[config.mk]
export PLATFORM = sky130hd
export DESIGN_NAME = ct_lsu_dcache_line_rd_seq
export DESIGN_NICKNAME = d
export VERILOG_FILES = /design/src/rtl/ct_lsu_dcache_line_rd_seq_pkg.sv /design/src/rtl/ct_lsu_dcache_rd_fifo.sv /design/src/rtl/ct_lsu_dcache_line_rd_seq.sv
export SDC_FILE = /design/constraint.sdc
export NUM_CORES = 1
export LEC_CHECK = 0
export CAP_MARGIN = 5
export CORE_MARGIN = 3
export CORE_UTILIZATION = 40
export CTS_CLUSTER_DIAMETER = 80
export DETAILED_ROUTE_END_ITERATION = 16
export DONT_BUFFER_PORTS = 1
export HOLD_SLACK_MARGIN = 0.08
export PLACE_DENSITY = 0.65
export SLEW_MARGIN = 0
export SYNTH_ARGS = -nofsm -noshare
export SYNTH_HDL_FRONTEND = slang
export SYNTH_HIERARCHICAL = 1
export SYNTH_SLANG_ARGS = --single-unit
[constraint.sdc]
create_clock -name forever_cpuclk -period 4.81 [get_ports forever_cpuclk]
set_input_delay 0.7215 -clock forever_cpuclk [delete_from_list [all_inputs] [get_ports forever_cpuclk]]
set_output_delay 0.7215 -clock forever_cpuclk [all_outputs]
set_load 0.005 [all_outputs]
[src/rtl/ct_lsu_dcache_line_rd_seq_pkg.sv]
// Shared constants and types for the LSU dcache line read sequencer.
package ct_lsu_dcache_line_rd_seq_pkg;

    localparam int unsigned LINE_WORDS = 16;
    localparam int unsigned BUF_DEPTH  = 4;
    localparam int unsigned BUF_PTR_W  = 2;
    localparam int unsigned BUF_CNT_W  = 3;
    localparam int unsigned DATA_W     = 32;
    localparam int unsigned WEN_W      = 4;

    // Array pin levels when no access is being made (all active-low strobes high).
    localparam logic             SEL_B_IDLE  = 1'b1;
    localparam logic             GWEN_B_IDLE = 1'b1;
    localparam logic [WEN_W-1:0] WEN_B_IDLE  = 4'hf;

    typedef enum logic [1:0] {
        ST_IDLE  = 2'd0,
        ST_ISSUE = 2'd1,
        ST_DRAIN = 2'd2
    } seq_state_e;

    // One buffered beat: data word plus end-of-line marker.
    typedef struct packed {
        logic              last;
        logic [DATA_W-1:0] data;
    } beat_t;

endpackage

[src/rtl/ct_lsu_dcache_rd_fifo.sv]
// Small beat buffer between the array read port and the line consumer.
module ct_lsu_dcache_rd_fifo
    import ct_lsu_dcache_line_rd_seq_pkg::*;
(
    input  logic                 clk,
    input  logic                 rst,
    input  logic                 push,
    input  beat_t                push_beat,
    input  logic                 pop,
    output beat_t                head,
    output logic [BUF_CNT_W-1:0] count,
    output logic                 empty,
    output logic                 full
);

    beat_t                mem [BUF_DEPTH];
    logic [BUF_PTR_W-1:0] wr_ptr;
    logic [BUF_PTR_W-1:0] rd_ptr;
    logic                 do_push;
    logic                 do_pop;

    assign do_push = push && !full;
    assign do_pop  = pop && !empty;
    assign empty   = (count == '0);
    assign full    = (count == BUF_CNT_W'(BUF_DEPTH));
    assign head    = mem[rd_ptr];

    // Storage, pointers and occupancy; reset clears entries so the head reads zero.
    always_ff @(posedge clk) begin
        if (rst) begin
            for (int unsigned i = 0; i < BUF_DEPTH; i++) begin
                mem[BUF_PTR_W'(i)] <= '0;
            end
            wr_ptr <= '0;
            rd_ptr <= '0;
            count  <= '0;
        end else begin
            if (do_push) begin
                mem[wr_ptr] <= push_beat;
                wr_ptr      <= wr_ptr + BUF_PTR_W'(1);
            end
            if (do_pop) begin
                rd_ptr <= rd_ptr + BUF_PTR_W'(1);
            end
            case ({do_push, do_pop})
                2'b10:   count <= count + BUF_CNT_W'(1);
                2'b01:   count <= count - BUF_CNT_W'(1);
                default: count <= count;
            endcase
        end
    end

endmodule

[src/rtl/ct_lsu_dcache_line_rd_seq.sv]
// Reads one 16-word line from the shared dcache data array and streams it as beats.
module ct_lsu_dcache_line_rd_seq
    import ct_lsu_dcache_line_rd_seq_pkg::*;
#(
    parameter int unsigned IDX_W  = 11,
    parameter int unsigned WORD_W = 4,
    parameter int unsigned SET_W  = IDX_W - WORD_W
)
(
    input  logic              forever_cpuclk,
    input  logic              cpurst,
    input  logic              req_vld,
    input  logic [SET_W-1:0]  req_set,
    output logic              req_rdy,
    input  logic              arb_grant,
    output logic              data_gateclk_en,
    output logic              data_sel_b,
    output logic              data_gwen_b,
    output logic [3:0]        data_wen_b,
    output logic [IDX_W-1:0]  data_idx,
    input  logic [31:0]       data_dout,
    output logic              beat_vld,
    output logic [31:0]       beat_data,
    output logic              beat_last,
    input  logic              beat_rdy,
    output logic              busy
);

    seq_state_e           state_q;
    seq_state_e           state_d;
    logic [SET_W-1:0]     set_q;
    logic [WORD_W-1:0]    issue_cnt_q;
    logic [IDX_W-1:0]     idx_q;
    logic                 inflight_q;
    logic                 inflight_last_q;

    logic                 accept;
    logic                 issue;
    logic                 word_last;
    logic                 credit_ok;
    logic                 pop;
    beat_t                push_beat;
    beat_t                head;
    logic [BUF_CNT_W-1:0] buf_count;
    logic                 buf_empty;
    logic                 buf_full;

    assign req_rdy     = (state_q == ST_IDLE);
    assign busy        = (state_q != ST_IDLE);
    assign accept      = req_vld && req_rdy;
    assign word_last   = (issue_cnt_q == WORD_W'(LINE_WORDS - 1));
    // The read in flight already owns a buffer slot; a same-cycle pop is not credited.
    assign credit_ok   = ((buf_count + BUF_CNT_W'(inflight_q)) < BUF_CNT_W'(BUF_DEPTH))
                         && !buf_full;
    assign pop         = beat_vld && beat_rdy;
    assign data_gwen_b = GWEN_B_IDLE;
    assign data_wen_b  = WEN_B_IDLE;
    assign beat_vld    = !buf_empty;
    assign beat_data   = head.data;
    assign beat_last   = head.last;

    // Next state and array pin drive; reads are suppressed in the reset cycle.
    always_comb begin
        state_d         = state_q;
        issue           = 1'b0;
        data_sel_b      = SEL_B_IDLE;
        data_gateclk_en = 1'b0;
        data_idx        = idx_q;
        unique case (state_q)
            ST_IDLE: begin
                if (accept) state_d = ST_ISSUE;
            end
            ST_ISSUE: begin
                issue = arb_grant && credit_ok && !cpurst;
                if (issue) begin
                    data_sel_b      = ~SEL_B_IDLE;
                    data_gateclk_en = 1'b1;
                    data_idx        = {set_q, issue_cnt_q};
                    if (word_last) state_d = ST_DRAIN;
                end
            end
            ST_DRAIN: begin
                if (pop && head.last) state_d = ST_IDLE;
            end
            default: state_d = ST_IDLE;
        endcase
    end

    // State register.
    always_ff @(posedge forever_cpuclk) begin
        if (cpurst) state_q <= ST_IDLE;
        else        state_q <= state_d;
    end

    // Line address latch, issue counter, held index and inflight tracking.
    always_ff @(posedge forever_cpuclk) begin
        if (cpurst) begin
            set_q           <= '0;
            issue_cnt_q     <= '0;
            idx_q           <= '0;
            inflight_q      <= 1'b0;
            inflight_last_q <= 1'b0;
        end else begin
            if (accept) begin
                set_q       <= req_set;
                issue_cnt_q <= '0;
            end else if (issue) begin
                issue_cnt_q <= issue_cnt_q + WORD_W'(1);
            end
            if (issue) idx_q <= data_idx;
            inflight_q      <= issue;
            inflight_last_q <= issue && word_last;
        end
    end

    assign push_beat = '{last: inflight_last_q, data: data_dout};

    ct_lsu_dcache_rd_fifo u_rd_fifo (
        .clk       (forever_cpuclk),
        .rst       (cpurst),
        .push      (inflight_q),
        .push_beat (push_beat),
        .pop       (pop),
        .head      (head),
        .count     (buf_count),
        .empty     (buf_empty),
        .full      (buf_full)
    );

endmodule

## Yosys cells after proc, flatten, opt, wreduce, memory -nomap -nowiden

Memories as Yosys holds them, arrays and structs flattened. A register that Yosys moved wholly into a read port is not among the register bits.
Index checks and enable logic that the tools add are counted.

| storage, ports and cells | value |
|---|---|
| flip-flop bits (word level) | 33 |
| RAM bits | 132 |
| output and inout bits | 54 |
| memories | 1 |

| operators by class | value |
|---|---|
| add/sub/neg operators | 6 |
| order comparisons | 1 |
| equal/unequal tests | 10 |
| muxes and demuxes | 23 |
| reductions and logical operators | 19 |

Memory list:

| memory | words | bits a word | read ports | clocked after memory_dff | wr ports | line | text |
|---|---|---|---|---|---|---|---|
| u_rd_fifo.mem | 4 | 33 | 1 | 1 | 4 | ct_lsu_dcache_rd_fifo.sv:16 | `beat_t mem [BUF_DEPTH];` |

Operators by type and width:

| cell | count |
|---|---|
| $mux 33 | 1 |
| $reduce_or 33->1 | 1 |
| $mux 11 | 2 |
| $mux 2 | 7 |
| $mux 1 | 11 |
| $logic_and 1x1->1 | 9 |
| $ne 2x2->1 const B | 3 |
| $pmux 2 s3 | 1 |
| $pmux 3 s2 | 1 |
| $add 2x1->2 const B | 2 |
| $add 4x1->4 const B | 1 |
| $eq 2x1->1 const B | 2 |
| $eq 2x2->1 const B | 2 |
| $eq 4x4->1 const B | 1 |
| $reduce_and 4->1 | 1 |
| $reduce_bool 2->1 | 2 |
| $add 3x1->3 | 1 |
| $add 3x1->3 const B | 1 |
| $eq 3x3->1 const B | 1 |
| $logic_not 1->1 | 3 |
| $logic_not 3->1 | 1 |
| $lt 3x3->1 const B | 1 |
| $sub 3x1->3 const B | 1 |
| $logic_not 2->1 | 1 |
| 2 further kinds | 2 |

## Logic depth before layout (Yosys ltp)

| depth | value |
|---|---|
| word-level depth | 8 |
| depth in mapped cells | 10 |
| gate-level depth less buffers | 10 |

## By module

Netlist, hierarchy kept.

By module, submodules not included:

| module | times used | cells each | area an instance (µm²) | sequential area each (µm²) |
|---|---|---|---|---|
| ct_lsu_dcache_rd_fifo | 1 | 371 | 6178.4 | 4144.0 |
| ct_lsu_dcache_line_rd_seq | 1 | 143 | 1122.3 | 520.5 |

## Least setup slack after synthesis

No wires, ideal clock.

| timing path | value |
|---|---|
| path type | flip-flop to flip-flop |
| from | reg u_rd_fifo.count[2] |
| to | mem u_rd_fifo/mem[2][0] in the netlist's numbering, enable pin |
| library setup time | 0.469 ns |
| arrival | 3.203 ns |
| path slack | 1.138 ns |
| stages on the path, launching flop included | 4 |
| buffers on the path | 0 |
| cells stage by stage | dfxtp_1 nor3b_4 or2b_1 o21ai_0 |

RTL lines:

| item | line | text |
|---|---|---|
| from (decl) | ct_lsu_dcache_rd_fifo.sv:11 | `output logic [BUF_CNT_W-1:0] count,` |
| from (signal assigned) | ct_lsu_dcache_rd_fifo.sv:46 | `2'b10: count <= count + BUF_CNT_W'(1);` |
| from (signal assigned) | ct_lsu_dcache_rd_fifo.sv:47 | `2'b01: count <= count - BUF_CNT_W'(1);` |
| from (signal assigned) | ct_lsu_dcache_rd_fifo.sv:48 | `default: count <= count;` |
| to (decl) | ct_lsu_dcache_rd_fifo.sv:16 |  |

## Worst setup path in the final report

| timing path | value |
|---|---|
| from | reg u_rd_fifo.count[2] |
| to | out data_gateclk_en |

| between the ends | value |
|---|---|
| word-level cells in the longest chain between the ends | 7 |
| elaborated cells between the ends (all ways) | 9 |
| those cells by class | add/sub (1); order compare (1); eq/ne (1); mux (2); reduce/logical (4) |

RTL lines:

| item | line | text |
|---|---|---|
| $eq 3x3->1 | ct_lsu_dcache_rd_fifo.sv:25 | `assign full = (count == BUF_CNT_W'(BUF_DEPTH));` |
| named net buf_full | ct_lsu_dcache_line_rd_seq.sv:46 | `logic buf_full;` |
| $logic_not 1->1 | ct_lsu_dcache_line_rd_seq.sv:54 | `&& !buf_full;` |
| $logic_and 1x1->1 | ct_lsu_dcache_line_rd_seq.sv:54 |  |
| $logic_and 1x1->1 (2 in a row) | ct_lsu_dcache_line_rd_seq.sv:74 | `issue = arb_grant && credit_ok && !cpurst;` |
| $mux 1 | ct_lsu_dcache_line_rd_seq.sv:75 | `if (issue) begin` |
| $mux 1 | ct_lsu_dcache_line_rd_seq.sv:69 | `unique case (state_q)` |
| to (decl) | ct_lsu_dcache_line_rd_seq.sv:16 | `output logic data_gateclk_en,` |

The timed path passes the listed nets, and every way through them passes these cells.

==> results_dict.tcl <==
set metrics [dict create \
    via_count 4016 \
    numCtsBuffers 17 \
    cts_resized 0 \
    dieHeight_um 141 \
    wirelength_um 14800 \
    utilization 0.458 \
    cts_hold_buffers 0 \
    critical_path_class "register to output port" \
    hold_viol_final 0 \
    p_per_area_nw_per_um2 375 \
    gr-total-overflow 0 \
    grt_pass1_vias 4262 \
    io_buffers 0 \
    clkSlewWorstSetupHoldPaths_ps 70 \
    setup_viol 0 \
    cp_max_fo 14 \
    diodes 0 \
    final_cells 750 \
    clock_path_buffers 2 \
    r2r_setup_slack_ps 2130 \
    synthFlopType "edfxtp_1" \
    dpl_worst_slack_ps 1930 \
    cts_root_buf "clkbuf_16" \
    rr_worst_depth 8 \
    ys_ff_latch 167 \
    tns_ps 0 \
    final_antenna_net_count 0 \
    clkLatencyLatePin_ps 420 \
    cp-start-kind "register" \
    fmax_mhz 302 \
    hold_class "primary input to register" \
    skew_ps 9.09 \
    dr.pass1.iters 5 \
    status "completed" \
    final_area_um2 8070 \
    cts_tree "built" \
    max_cap_viol_count 0 \
    syn_area_um2 7300 \
    ios 98 \
    cp_data_required_time_ps 4090 \
    worstMarginPinSlew_ps 1180 \
    async_flop_share 0 \
    syn_area_per_cell_um2 14.2 \
    synthCells 514 \
    slew_headroom 0.208 \
    ys.warnings.count 6 \
    place_area_um2 7480 \
    start_util 0.415 \
    grt_max_degree 38 \
    vdd_drop_max_v 0.000241 \
    leakagePower_nw 2.91 \
    antenna_found_initial 1 \
    synth_cell_types 43 \
    min_from "cpurst" \
    synth_edf_count 132 \
    fill_cells 1518 \
    yosysSeqAreaShare 0.639 \
    fin_ws_ps 1500 \
    post-route-drc-count 0 \
    viasPerCell 5.35 \
    syn2layout_area_growth_pct 10.5 \
    layout.nets 559 \
    cp-startpoint "u_rd_fifo/count[2]$_SDFFE_PP0P_" \
    place.gp.congestion 0.738 \
    core_area_um2 17600 \
    place_hpwl_um 8990 \
    htreeDepth 4 \
    grt_pass1_wl_um 23200 \
    cp-end-kind "output port" \
    drt_iter0_markers 223 \
    placement_rows 48 \
    die_x_um 141 \
    crit_end "data_gateclk_en" \
    clock_sinks 167 \
    final_cell_mix "and2_1, edfxtp_1, dfxtp_1, mux4_2, nand2_1" \
    r2r_end "u_rd_fifo/count[2]$_SDFFE_PP0P_" \
    fin_crit_ps 3310 \
    rsz0062_at_grt "no" \
    slew_violations 0 \
    final_layout_size_suffix_gt1_frac 0.166 \
    worstPathArrival_ps 2590 \
    grt.total_usage 0.153 \
    die-area_um2 19900 \
    period_share 0.689 \
    dp_cells 718 \
    post_cts.repair.setup_buffers 0 \
    r2r_start "u_rd_fifo/count[2]$_SDFFE_PP0P_" \
    wl_per_cell_um 19.8 \
]
[flip-flops by register name, indices dropped and copies added, names as in the netlist, named ones only]
signal	count
u_rd_fifo/mem	132
set_q	7
issue_cnt_q	4
idx_q	11
u_rd_fifo/rd_ptr	2
state_q	2
inflight_q	1
u_rd_fifo/wr_ptr	2
u_rd_fifo/count	3
inflight_last_q	1
[how the worst min path moves through the flow]
stage / cells after the start / endpoint / slack, ps
floorplan: 2 / set_q[0]$_SDFFE_PP0P_ / 440
global route: 1 / set_q[1]$_SDFFE_PP0P_ / 340
global placement: 2 / set_q[3]$_SDFFE_PP0P_ / 440
detailed placement: 2 / set_q[3]$_SDFFE_PP0P_ / 450
CTS: 1 / set_q[1]$_SDFFE_PP0P_ / 340
finish: 1 / idx_q[0]$_SDFFE_PP0P_ / 360
[report_power, final]
group / internal (mW) / switching [mW]
clock network: 0.694 / 0.614
registers: 1.60 / 0.0170
logic: 0.0347 / 0.0630
[critical path, stage by stage, from the launching register on]
cell	delay (ps)
dfxtp_1	460
nor3b_4	600
and4bb_2	320
and2_0	430
nand2_1	280
inv_1	80
[cells by family (layout without fill, tap and decap cells)]
logic type	after synthesis	in the layout	synth area share
simple gates	208	208	0.173
flops	167	167	0.639
compound gates	51	51	0.0380
buf+inv	45	52	0.0343
mux	34	34	0.103
xor+xnor	5	5	0.00600
fa+ha+maj	3	3	0.00617
other cells	1	5	0.000514
[area by class of cell]
class,instances,area (µm²),area share
clock buffer,17,425,0.0527
clock inverter,15,158,0.0195
inverter,13,48.8,0.00605
multi-input combinational,306,2430,0.302
sequential,167,4670,0.579
tap,225,282,0.0349
timing repair buffer,7,52.6,0.00651
[stage by stage]
step | power (mW) | hold WS [ps]
final | 3.03 | 362
after global routing | 3.13 | 340
after CTS | 3.07 | 341
after detailed placement | 1.75 | 449
after global placement | 1.75 | 438
after floorplan | 1.73 | 437
[metal layers]
layer | track usage | vias to the layer above | part of all wire
li1 | - | 1850 | -
met1 | 0.179 | 2026 | 0.41
met2 | 0.265 | 121 | 0.51
met3 | 0.0492 | 17 | 0.071
met4 | 0.0530 | 2 | 0.012
met5 | 0 | - | 0.00088
[Yosys cell counts (8+ instances only)]
cell type  number  area (µm²)
and2_1        132         826
edfxtp_1      132        3960
dfxtp_1        35         701
mux4_2         33         743
nand2_1        30         113
a21oi_1        25         125
o21ai_0        17        85.1
nand3_1        15        75.1
inv_1          13        48.8
nor2_1         10        37.5
clkbuf_1        9        33.8
buf_2           8        40.0
Note: power is estimated with default switching activity, not from simulation.
